<file path="src/rtl/des_cmd_sequencer_if.sv">
// Command port between the job sequencer and a DES search block wrapper.
// master: drives cmd/cmd_valid/data; slave: returns cmd_read/done/counter.
interface des_cmd_sequencer_if;
    logic [31:0] cmd;
    logic        cmd_valid;
    logic [31:0] data_upper;
    logic [31:0] data_lower;
    logic        cmd_read;
    logic        done;
    logic [63:0] counter;

    modport master (
        output cmd, cmd_valid, data_upper, data_lower,
        input  cmd_read, done, counter
    );

    modport slave (
        input  cmd, cmd_valid, data_upper, data_lower,
        output cmd_read, done, counter
    );
endinterface

</file>
<file path="src/rtl/des_cmd_sequencer.sv">
// Runs one DES search job: RESTART, SEED, POLY, START, wait done, RESTART.
// Ports: clk/rst_n, job_*_i from CPU regs, job status _o, cmd_if to block.
module des_cmd_sequencer #(
    parameter int SYNC_STAGES    = 2,
    parameter int TIMEOUT_CYCLES = 256
) (
    input  logic                 clk,
    input  logic                 rst_n,
    input  logic [63:0]          job_seed_i,
    input  logic [63:0]          job_poly_i,
    input  logic                 job_start_i,
    input  logic                 job_abort_i,
    output logic                 job_busy_o,
    output logic [63:0]          result_o,
    output logic                 result_valid_o,
    output logic                 timeout_err_o,
    des_cmd_sequencer_if.master  cmd_if
);

    localparam logic [31:0] CMD_SEED    = 32'd1;
    localparam logic [31:0] CMD_POLY    = 32'd2;
    localparam logic [31:0] CMD_START   = 32'd3;
    localparam logic [31:0] CMD_RESTART = 32'd5;

    localparam int TW = (TIMEOUT_CYCLES > 0) ?
                        $clog2(TIMEOUT_CYCLES + 1) : 1;
    localparam logic [TW-1:0] TMO_LIM = TW'(TIMEOUT_CYCLES);

    typedef enum logic [3:0] {
        S_IDLE,
        S_RST0_REQ, S_RST0_REL,
        S_SEED_REQ, S_SEED_REL,
        S_POLY_REQ, S_POLY_REL,
        S_START_REQ, S_START_REL,
        S_RUN, S_CAPTURE,
        S_RST1_REQ, S_RST1_REL
    } state_e;

    state_e                 state_q, state_d;
    logic [SYNC_STAGES-1:0] cr_sync_q, dn_sync_q;
    logic [TW-1:0]          tmo_q, tmo_d;
    logic [31:0]            cmd_q, cmd_d;
    logic                   valid_q, valid_d;
    logic [31:0]            up_q, up_d;
    logic [31:0]            lo_q, lo_d;
    logic                   busy_q, busy_d;
    logic [63:0]            res_q, res_d;
    logic                   rv_q, rv_d;
    logic                   terr_q, terr_d;
    logic                   abort_q, abort_d;
    logic [63:0]            seed_q, seed_d;
    logic [63:0]            poly_q, poly_d;

    logic        cr_s, dn_s;
    logic        is_hs, tmo_hit;
    logic        req_go, to_idle, tmo_fire;
    logic [31:0] req_cmd;
    logic [63:0] req_dat;

    assign cr_s = cr_sync_q[SYNC_STAGES-1];
    assign dn_s = dn_sync_q[SYNC_STAGES-1];

    // Handshake wait states are the only ones the timeout watches.
    assign is_hs = (state_q != S_IDLE) && (state_q != S_RUN) &&
                   (state_q != S_CAPTURE);

    assign tmo_hit = (TIMEOUT_CYCLES != 0) &&
                     ((tmo_q + 1'b1) == TMO_LIM);

    always_comb begin
        state_d  = state_q;
        cmd_d    = cmd_q;
        valid_d  = valid_q;
        up_d     = up_q;
        lo_d     = lo_q;
        busy_d   = busy_q;
        res_d    = res_q;
        rv_d     = 1'b0;
        terr_d   = terr_q;
        abort_d  = abort_q | (busy_q & job_abort_i);
        seed_d   = seed_q;
        poly_d   = poly_q;
        req_go   = 1'b0;
        req_cmd  = '0;
        req_dat  = '0;
        to_idle  = 1'b0;
        tmo_fire = 1'b0;
        unique case (state_q)
            S_IDLE: begin
                if (job_start_i) begin
                    seed_d  = job_seed_i;
                    poly_d  = job_poly_i;
                    terr_d  = 1'b0;
                    busy_d  = 1'b1;
                    state_d = S_RST0_REQ;
                    req_go  = 1'b1;
                    req_cmd = CMD_RESTART;
                end
            end
            // Every REQ state is followed by its REL state in the enum.
            S_RST0_REQ, S_SEED_REQ, S_POLY_REQ,
            S_START_REQ, S_RST1_REQ: begin
                if (cr_s) begin
                    valid_d = 1'b0;
                    state_d = state_e'(state_q + 4'd1);
                end else if (tmo_hit) begin
                    tmo_fire = 1'b1;
                end
            end
            S_RST0_REL: begin
                if (!cr_s) begin
                    state_d = S_SEED_REQ;
                    req_go  = 1'b1;
                    req_cmd = CMD_SEED;
                    req_dat = seed_q;
                end else if (tmo_hit) begin
                    tmo_fire = 1'b1;
                end
            end
            S_SEED_REL: begin
                if (!cr_s) begin
                    state_d = S_POLY_REQ;
                    req_go  = 1'b1;
                    req_cmd = CMD_POLY;
                    req_dat = poly_q;
                end else if (tmo_hit) begin
                    tmo_fire = 1'b1;
                end
            end
            S_POLY_REL: begin
                if (!cr_s) begin
                    state_d = S_START_REQ;
                    req_go  = 1'b1;
                    req_cmd = CMD_START;
                end else if (tmo_hit) begin
                    tmo_fire = 1'b1;
                end
            end
            S_START_REL: begin
                if (!cr_s) begin
                    state_d = S_RUN;
                    cmd_d   = '0;
                end else if (tmo_hit) begin
                    tmo_fire = 1'b1;
                end
            end
            S_RUN: begin
                // done has priority over a pending abort
                if (dn_s) begin
                    state_d = S_CAPTURE;
                end else if (abort_q) begin
                    state_d = S_RST1_REQ;
                    req_go  = 1'b1;
                    req_cmd = CMD_RESTART;
                end
            end
            S_CAPTURE: begin
                res_d   = cmd_if.counter;
                rv_d    = 1'b1;
                state_d = S_RST1_REQ;
                req_go  = 1'b1;
                req_cmd = CMD_RESTART;
            end
            S_RST1_REL: begin
                if (!cr_s) begin
                    to_idle = 1'b1;
                end else if (tmo_hit) begin
                    tmo_fire = 1'b1;
                end
            end
            default: to_idle = 1'b1;
        endcase

        if (req_go) begin
            cmd_d   = req_cmd;
            valid_d = 1'b1;
            up_d    = req_dat[63:32];
            lo_d    = req_dat[31:0];
        end
        if (tmo_fire) begin
            to_idle = 1'b1;
            terr_d  = 1'b1;
        end
        if (to_idle) begin
            state_d = S_IDLE;
            cmd_d   = '0;
            valid_d = 1'b0;
            up_d    = '0;
            lo_d    = '0;
            busy_d  = 1'b0;
            abort_d = 1'b0;
        end
    end

    // Reload on any state change; saturate so the count never wraps.
    always_comb begin
        tmo_d = tmo_q;
        if (state_d != state_q) begin
            tmo_d = '0;
        end else if (is_hs && (tmo_q != TMO_LIM)) begin
            tmo_d = tmo_q + 1'b1;
        end
    end

    always_ff @(posedge clk or negedge rst_n) begin
        if (!rst_n) begin
            state_q   <= S_IDLE;
            cr_sync_q <= '0;
            dn_sync_q <= '0;
            tmo_q     <= '0;
            cmd_q     <= '0;
            valid_q   <= 1'b0;
            up_q      <= '0;
            lo_q      <= '0;
            busy_q    <= 1'b0;
            res_q     <= '0;
            rv_q      <= 1'b0;
            terr_q    <= 1'b0;
            abort_q   <= 1'b0;
            seed_q    <= '0;
            poly_q    <= '0;
        end else begin
            state_q   <= state_d;
            cr_sync_q <= (cr_sync_q << 1) |
                         SYNC_STAGES'(cmd_if.cmd_read);
            dn_sync_q <= (dn_sync_q << 1) |
                         SYNC_STAGES'(cmd_if.done);
            tmo_q     <= tmo_d;
            cmd_q     <= cmd_d;
            valid_q   <= valid_d;
            up_q      <= up_d;
            lo_q      <= lo_d;
            busy_q    <= busy_d;
            res_q     <= res_d;
            rv_q      <= rv_d;
            terr_q    <= terr_d;
            abort_q   <= abort_d;
            seed_q    <= seed_d;
            poly_q    <= poly_d;
        end
    end

    assign cmd_if.cmd        = cmd_q;
    assign cmd_if.cmd_valid  = valid_q;
    assign cmd_if.data_upper = up_q;
    assign cmd_if.data_lower = lo_q;
    assign job_busy_o        = busy_q;
    assign result_o          = res_q;
    assign result_valid_o    = rv_q;
    assign timeout_err_o     = terr_q;

endmodule
</file>
<file path="src/flat_wrapper.sv">
// flat-port wrapper written by rule: the top's interface ports become plain ports
module des_cmd_sequencer_flat 
#(
    parameter int SYNC_STAGES    = 2,
    parameter int TIMEOUT_CYCLES = 256
)
  (clk, rst_n, job_seed_i, job_poly_i, job_start_i, job_abort_i, job_busy_o, result_o, result_valid_o, timeout_err_o, cmd_if_cmd, cmd_if_cmd_valid, cmd_if_data_upper, cmd_if_data_lower, cmd_if_cmd_read, cmd_if_done, cmd_if_counter);
  des_cmd_sequencer_if cmd_if_i ();
  input  logic clk;
  input  logic rst_n;
  input  logic [63:0] job_seed_i;
  input  logic [63:0] job_poly_i;
  input  logic job_start_i;
  input  logic job_abort_i;
  output logic job_busy_o;
  output logic [63:0] result_o;
  output logic result_valid_o;
  output logic timeout_err_o;
  output wire logic [$bits(cmd_if_i.cmd)-1:0] cmd_if_cmd;
  output wire logic [$bits(cmd_if_i.cmd_valid)-1:0] cmd_if_cmd_valid;
  output wire logic [$bits(cmd_if_i.data_upper)-1:0] cmd_if_data_upper;
  output wire logic [$bits(cmd_if_i.data_lower)-1:0] cmd_if_data_lower;
  input wire logic [$bits(cmd_if_i.cmd_read)-1:0] cmd_if_cmd_read;
  input wire logic [$bits(cmd_if_i.done)-1:0] cmd_if_done;
  input wire logic [$bits(cmd_if_i.counter)-1:0] cmd_if_counter;
  assign cmd_if_cmd = cmd_if_i.cmd;
  assign cmd_if_cmd_valid = cmd_if_i.cmd_valid;
  assign cmd_if_data_upper = cmd_if_i.data_upper;
  assign cmd_if_data_lower = cmd_if_i.data_lower;
  assign cmd_if_i.cmd_read = cmd_if_cmd_read;
  assign cmd_if_i.done = cmd_if_done;
  assign cmd_if_i.counter = cmd_if_counter;
  des_cmd_sequencer #(.SYNC_STAGES(SYNC_STAGES), .TIMEOUT_CYCLES(TIMEOUT_CYCLES)) u_core (.clk(clk), .rst_n(rst_n), .job_seed_i(job_seed_i), .job_poly_i(job_poly_i), .job_start_i(job_start_i), .job_abort_i(job_abort_i), .job_busy_o(job_busy_o), .result_o(result_o), .result_valid_o(result_valid_o), .timeout_err_o(timeout_err_o), .cmd_if(cmd_if_i));
endmodule
</file>
<file path="config.mk">
export PLATFORM = sky130hd
export DESIGN_NAME = des_cmd_sequencer_flat
export DESIGN_NICKNAME = d
export VERILOG_FILES = /design/src/rtl/des_cmd_sequencer_if.sv /design/src/rtl/des_cmd_sequencer.sv /design/src/flat_wrapper.sv
export SDC_FILE = /design/constraint.sdc
export NUM_CORES = 1
export LEC_CHECK = 0
export ABC_AREA = 1
export ABC_CLOCK_PERIOD_IN_PS = 3300
export BUFFER_PORTS_ARGS = -buffer_cell sky130_fd_sc_hd__buf_2
export CAP_MARGIN = 10
export CORE_ASPECT_RATIO = 2
export CORE_MARGIN = 2
export CORE_UTILIZATION = 50
export CTS_BUF_LIST = sky130_fd_sc_hd__clkbuf_8
export CTS_CLUSTER_SIZE = 25
export DETAILED_ROUTE_END_ITERATION = 8
export HOLD_SLACK_MARGIN = 0.02
export MAX_ROUTING_LAYER = met4
export PLACE_DENSITY = 0.8
export SETUP_SLACK_MARGIN = 0.4
export SLEW_MARGIN = 20
export SYNTH_ARGS = -nofsm -noshare
export SYNTH_HDL_FRONTEND = slang
export SYNTH_SLANG_ARGS = --single-unit
</file>
<file path="constraint.sdc">
create_clock -name clk -period 3.3 [get_ports clk]
set_input_delay 0.495 -clock clk [delete_from_list [all_inputs] [get_ports clk]]
set_output_delay 0.495 -clock clk [all_outputs]
set_load 0.005 [all_outputs]
</file>
; ---- After elaboration in Yosys (flattened, before gate mapping)
; Index checks and enable logic that the tools add are counted.
[classes]
n_eq_ne = 18
n_bitwise = 4
muxes = 53
n_reduce_logical = 23
addsub = 2
[op_table]
columns = operator, count
row1 = two-way mux 32 bit, 9
row2 = case mux 32 bit (6 select lines), 1
row3 = two-way mux 64 bit, 2
row4 = case mux 64 bit (2 select lines), 1
row5 = two-way mux 4 bit, 9
row6 = case mux 4 bit (8 select lines), 1
row7 = two-way mux 1 bit, 21
row8 = equality test 4 bit (second input constant), 5
row9 = two-way mux 9 bit, 2
row10 = equality test 4 x 3 -> 1 bit (second input constant), 4
row11 = nonzero test 2 bit, 6
row12 = OR reduction 12 bit, 1
row13 = AND reduction 2 bit, 5
row14 = OR reduction 5 bit, 2
row15 = adder 9 x 1 -> 9 bit (second input constant), 1
row16 = equality test 9 bit (second input constant), 1
row17 = inequality test 9 bit (second input constant), 1
row18 = nonzero test 3 bit, 3
row19 = equality test 4 x 2 -> 1 bit (second input constant), 2
row20 = inequality test 4 bit (second input constant), 2
row21 = two-way mux 3 bit, 2
row22 = adder 4 x 1 -> 4 bit (second input constant), 1
row23 = equality test 4 x 1 -> 1 bit (second input constant), 1
row24 = zero test 4 bit, 1
row25 = other kinds (11), 16
[word_totals]
out_inout_bits = 164
register_bits = 310
elab_cells = 115
in_bits = 198

; ---- Logic depth before layout (Yosys ltp)
[logic_depth]
depth_word = 9
ltp_mapped = 16
depth_no_buf = 16

; ---- Worst setup path after synthesis
; No wires, ideal clock.
[synth_path]
path_kind = register to register
startpoint = register u_core.state_q[1]
endpoint = register u_core.up_q[10], in the netlist u_core.cmd_if.data_upper[10]
t_required_ns = 3.170
stages_incl_launch_ff = 15
arrival_time_ns = 1.988
path_buffers = 3
path_slack_ns = 1.183
setup_time_ns = 0.130
synth_period_minus_slack_ns = 2.117
path_cell_list = dfrtp_1 -> inv_1 -> ha_1 -> nand3_1 -> nand2_1 -> o21ai_1 -> nand2_1 -> nand3_4 -> nand2_4 -> buf_8 -> nor2_8 -> buf_12 -> buf_12 -> nand2_4 -> o21ai_2
[synth_via]
elab_chain_len = 5
word_cells_on_any_way = 25
cone_classes = eq/ne (12) / mux (7) / reduce/logical (6)
[synth_lines]
columns = element, line
row1 = start: declaration, des_cmd_sequencer.sv:39  ; state_e state_q, state_d;
row2 = start signal: assignment, des_cmd_sequencer.sv:223  ; state_q <= state_d;
row3 = equality test 4 bit (tied with other cells), des_cmd_sequencer.sv:88  ; unique case (state_q)
row4 = OR reduction 12 bit (no source line) (tied with other cells), n/a
row5 = case mux 1 bit (2 select lines), des_cmd_sequencer.sv:88
row6 = two-way mux 1 bit, des_cmd_sequencer.sv:180  ; if (tmo_fire) begin
row7 = two-way mux 32 bit or nonzero test 2 bit (tied branches), n/a
row8 = end signal: assignment, des_cmd_sequencer.sv:231  ; up_q <= up_d;
row9 = end: declaration, des_cmd_sequencer.sv:44  ; logic [31:0] up_q, up_d;
; Parallel ways exist; a longest one is shown, timed or not. The select of a mux whose other input is x is not followed.
; A chain may end at the register's enable or synchronous reset.

; ---- Worst setup path in the final report
[layout_path]
startpoint = register u_core.state_q[0]
endpoint = register u_core.lo_q[3], in the netlist u_core.cmd_if.data_lower[3]
[layout_via]
elab_chain_len = 5
word_cells_on_any_way = 25
cone_classes = eq/ne (12) / mux (7) / reduce/logical (6)
[layout_lines]
columns = element, line
row1 = equality test 4 bit (tied with other cells), des_cmd_sequencer.sv:88
row2 = OR reduction 12 bit (no source line) (tied with other cells), n/a
row3 = case mux 1 bit (2 select lines), des_cmd_sequencer.sv:88
row4 = two-way mux 1 bit, des_cmd_sequencer.sv:180
row5 = two-way mux 32 bit or nonzero test 2 bit (tied branches), n/a
row6 = end signal: assignment, des_cmd_sequencer.sv:232  ; lo_q <= lo_d;
row7 = end: declaration, des_cmd_sequencer.sv:45  ; logic [31:0] lo_q, lo_d;
; Parallel ways exist; a longest one is shown, timed or not. The select of a mux whose other input is x is not followed.

==> summary.md <==
| Metric | Value |
|---|---|
| Number of endpoints failing setup at the final stage | 0 |
| Total global routing overflow | 0 |
| Area used by multi-input combinational logic | 4880 um^2 |
| Number of maximum-capacitance violations | 0 |
| Final period utilization | 0.799 |
| WP data required | 3.78 ns |
| Classification of the worst-slack hold path | in2reg |
| Normalized max-slew margin | 0.281 |
| Unrepaired setup endpoints after global routing | false |
| Number of antenna violations at the first check in global routing | 7 |
| First drt pass iteration count | 5 |
| Worst R2R Start | u_core.state_q[0] |
| Total length of routed wires | 30,700 um |
| Worst slew pin tran | 1.07 ns |
| Pwr/cell area | 871 nW/um^2 |
| Fill cell total of the finished layout | 2,168 |
| Syn Std Cell Area | 12,500 um^2 |
| Launch instance of the worst min-delay path | cmd_if_done |
| Sequential fraction of the synthesis area | 0.561 |
| Sequential Area | 7030 um^2 |
| Result of the run | completed |
| Routability cong. | 0.904 |
| Boundary Pins | 362 |
| Least setup slack across all paths after layout | 0.662 ns |
| Minimum clock period | 2.64 ns |
| Global-route wire length before repair | 50,200 um |
| Post-CTS repair timing setup buffer count | 0 |
| Floorplan die height | 228 um |
| Distinct cell type count after synthesis | 39 |
| Setup Slack @ Placement | 0.526 ns |
| Combined global-route utilization of all metal layers | 0.243 |
| Synthesis-to-finish area growth | 22.4% |
| Initial Util | 0.505 |
| Post-DR wirelength/cell | 14.8 um |
| Warnings, synthesis | 0 |
| Launching instance or port of the critical path | u_core.state_q[0] |
| Post-Synthesis Cells | 1,378 |
| Count of input and output buffers | 332 |
| Width of the chip | 116 um |
| Cell count of the worst hold path | 1 |
| Detailed placement HPWL | 20,300 um |
| Maximum achievable frequency | 379 MHz |
| CP startpoint kind | flop |
| Setup slack of the worst register-to-register path | 0.66 ns |
| Critical path class | reg2reg |
| Reported leakage power | 8.49 nW |
| Most frequent cells in the layout | sky130_fd_sc_hd__nand2_1, sky130_fd_sc_hd__buf_2, sky130_fd_sc_hd__dfrtp_1 |
| Area of the core | 24,800 um^2 |
| Net count, final | 1,906 |
| Most common cell after layout, fill and taps aside | sky130_fd_sc_hd__nand2_1 |
| FF-to-FF path depth | 12 |
| Reg2Reg Capture Point | u_core.cmd_if.data_lower[3] |
| Skew-Pair Late Insertion Delay | 0.56 ns |
| Root buffer cell | sky130_fd_sc_hd__clkbuf_8 |
| Number of H-tree levels | 2 |
| Final max-slew violation count | 0 |
| Reg clk slew, reported paths | 0.07 ns |
| Row cnt | 82 |
| CTS tree | built |
| Die area | 26,400 um^2 |
| Largest fanout on the critical path | 26 |
| Layout cells sized above 1 | 0.312 |
| DRC violation total after the first TritonRoute iteration | 683 |
| Mean cell area of the mapped netlist | 9.10 um^2 |
| Worst Path Arrival | 3.11 ns |
| Final sum of negative setup slack | 0 ns |
| Via count of the routed design | 10,200 |
| DRT antenna net count | 0 |
| Via-to-Cell Ratio | 4.90 |
| CTS max path bufs | 3 |
| Crit end category | flop |
| Maximum number of pins on one net before global-route repair | 121 |
| Number of buffers created by CTS | 40 |
| Final-report hold violation count | 0 |
| Worst ir drop on vdd | 0.667 mV |
| Final setup skew | 0.0241 ns |
| Total of flip-flops plus latches after synthesis | 281 |
| Drt drc | 0 |
| End of the worst hold path | u_core.dn_sync_q[0] |
| Via count of the first global-routing pass | 10,200 |
| Sink Count | 281 |
==> worst max-delay path by stage <==
stage	end	slack, ns	cells past startpoint
finish	u_core.cmd_if.data_lower[3]	0.66	12
global route	u_core.tmo_q[2]	0.41	14
CTS	u_core.tmo_q[7]	0.50	14
detailed placement	u_core.tmo_q[2]	0.53	14
global placement	u_core.tmo_q[2]	0.59	14
floorplan	u_core.cmd_if.data_upper[10]	1.18	14
==> routing by layer <==
metal,track usage,wire (um),up-vias
met2,0.377,14800,361
met4,0.0789,786,0
met5,-,0,-
li1,-,-,4984
met3,0.0582,2240,64
met1,0.316,12900,4753
==> cell families (layout without fill, tap and decap cells) <==
logic type | after synthesis | after routing | share of synthesized area
AO/OA/AOI/OAI | 160 | 160 | 0.0932
XOR/XNOR | 3 | 3 | 0.00210
adder cells (fa/ha/maj) | 8 | 8 | 0.00798
buffers and inverters | 140 | 464 | 0.0602
flip-flops | 281 | 281 | 0.561
other | 1 | 36 | 0.000299
AND/OR/NAND/NOR | 785 | 785 | 0.275
==> layout make-up <==
class	count	area share
timing repair buffer	352	0.125
clock inverter	18	0.0108
antenna	7	0.00114
multi-input combinational	985	0.318
clock buffer	54	0.0484
inverter	40	0.00995
sequential	281	0.458
tap	336	0.0274
==> critical path, stage by stage, from the launching register on <==
cell and delay, ns:
sky130_fd_sc_hd__dfrtp_1 0.47, sky130_fd_sc_hd__inv_1 0.13, sky130_fd_sc_hd__ha_1 0.27, sky130_fd_sc_hd__inv_1 0.11
sky130_fd_sc_hd__nor2_4 0.08, sky130_fd_sc_hd__inv_2 0.06, sky130_fd_sc_hd__nand2_1 0.05, sky130_fd_sc_hd__a31oi_1 0.28
sky130_fd_sc_hd__nand2_1 0.22, sky130_fd_sc_hd__nor2_8 0.36, sky130_fd_sc_hd__buf_12 0.33, sky130_fd_sc_hd__nand2_4 0.06
sky130_fd_sc_hd__o21ai_2 0.07
==> what timing repair did <==
item,in CTS,in global routing
setup endpoints to repair,0,27
endpoints found under the hold margin,17,0
hold buffers,2,0
gates resized for setup,0,3
==> registers in the layout, indices dropped and copies added, names as in the netlist <==
| signal | cells |
|---|---|
| u_core.cmd_if.data_lower | 32 |
| u_core.dn_sync_q | 2 |
| u_core.job_busy_o | 1 |
| u_core.result_valid_o | 1 |
| u_core.timeout_err_o | 1 |
| u_core.abort_q | 1 |
| u_core.cmd_if.cmd | 3 |
| u_core.cmd_if.cmd_valid | 1 |
| u_core.cr_sync_q | 2 |
| u_core.state_q | 4 |
| u_core.result_o | 64 |
| u_core.poly_q | 64 |
| u_core.seed_q | 64 |
| u_core.tmo_q | 9 |
| u_core.cmd_if.data_upper | 32 |
==> Yosys cell counts <==
cell type / instances / share of area
sky130_fd_sc_hd__nand2_2: 4 / 0.0020
sky130_fd_sc_hd__buf_2: 2 / 0.00080
sky130_fd_sc_hd__inv_1: 33 / 0.0099
sky130_fd_sc_hd__buf_4: 30 / 0.018
sky130_fd_sc_hd__nand2_4: 51 / 0.046
sky130_fd_sc_hd__o211ai_1: 1 / 0.00060
sky130_fd_sc_hd__nor2_8: 1 / 0.0016
sky130_fd_sc_hd__o32ai_1: 1 / 0.00070
sky130_fd_sc_hd__nor2_4: 2 / 0.0018
sky130_fd_sc_hd__clkinv_1: 1 / 0.00030
sky130_fd_sc_hd__a21oi_1: 5 / 0.0020
sky130_fd_sc_hd__a31oi_1: 3 / 0.0015
sky130_fd_sc_hd__o21ai_2: 51 / 0.036
sky130_fd_sc_hd__clkbuf_1: 51 / 0.015
sky130_fd_sc_hd__buf_8: 1 / 0.0012
sky130_fd_sc_hd__nor3_1: 10 / 0.0040
sky130_fd_sc_hd__buf_1: 6 / 0.0018
sky130_fd_sc_hd__nand3_1: 17 / 0.0068
sky130_fd_sc_hd__nor2_2: 2 / 0.0010
sky130_fd_sc_hd__nand2_1: 669 / 0.20
sky130_fd_sc_hd__buf_12: 6 / 0.0096
sky130_fd_sc_hd__conb_1: 1 / 0.00030
sky130_fd_sc_hd__nor2_1: 19 / 0.0057
sky130_fd_sc_hd__nand3_4: 1 / 0.0014
sky130_fd_sc_hd__a22oi_1: 64 / 0.038
sky130_fd_sc_hd__nand3_2: 2 / 0.0016
sky130_fd_sc_hd__xor2_1: 3 / 0.0021
sky130_fd_sc_hd__nor4_1: 1 / 0.00050
sky130_fd_sc_hd__o21bai_1: 1 / 0.00060
sky130_fd_sc_hd__nand4_1: 5 / 0.0025
sky130_fd_sc_hd__o21a_1: 1 / 0.00060
sky130_fd_sc_hd__dfrtp_1: 281 / 0.56
sky130_fd_sc_hd__and3_1: 1 / 0.00050
sky130_fd_sc_hd__o21ai_0: 29 / 0.012
sky130_fd_sc_hd__o21ai_1: 3 / 0.0012
sky130_fd_sc_hd__o22ai_1: 1 / 0.00050
sky130_fd_sc_hd__clkbuf_2: 4 / 0.0016
sky130_fd_sc_hd__ha_1: 8 / 0.0080
sky130_fd_sc_hd__inv_2: 6 / 0.0018
==> per-stage QoR <==
step	total power [W]	hold slack [ns]	instances	utilization	instance area (um^2)
2_1_floorplan	0.00886	0.199	1406	-	12600
3_3_place_gp	0.0102	0.329	1992	0.579	14400
3_5_place_dp	0.0104	0.329	1992	0.579	14400
4_1_cts	0.0135	0.0287	2066	0.617	15300
5_1_grt	0.0143	0.0295	2073	0.618	15300
6_report	0.0134	0.0595	2073	0.618	15300
==> power by group <==
group / internal [W] / switching, W / leakage (nW)
Clock: 0.00171 / 0.00136 / 0.496
Sequential: 0.00482 / 0.000832 / 3.55
Combinational: 0.00175 / 0.00289 / 4.44
Total: 0.00828 / 0.00508 / 8.49
(Power assumes the default switching activity.)
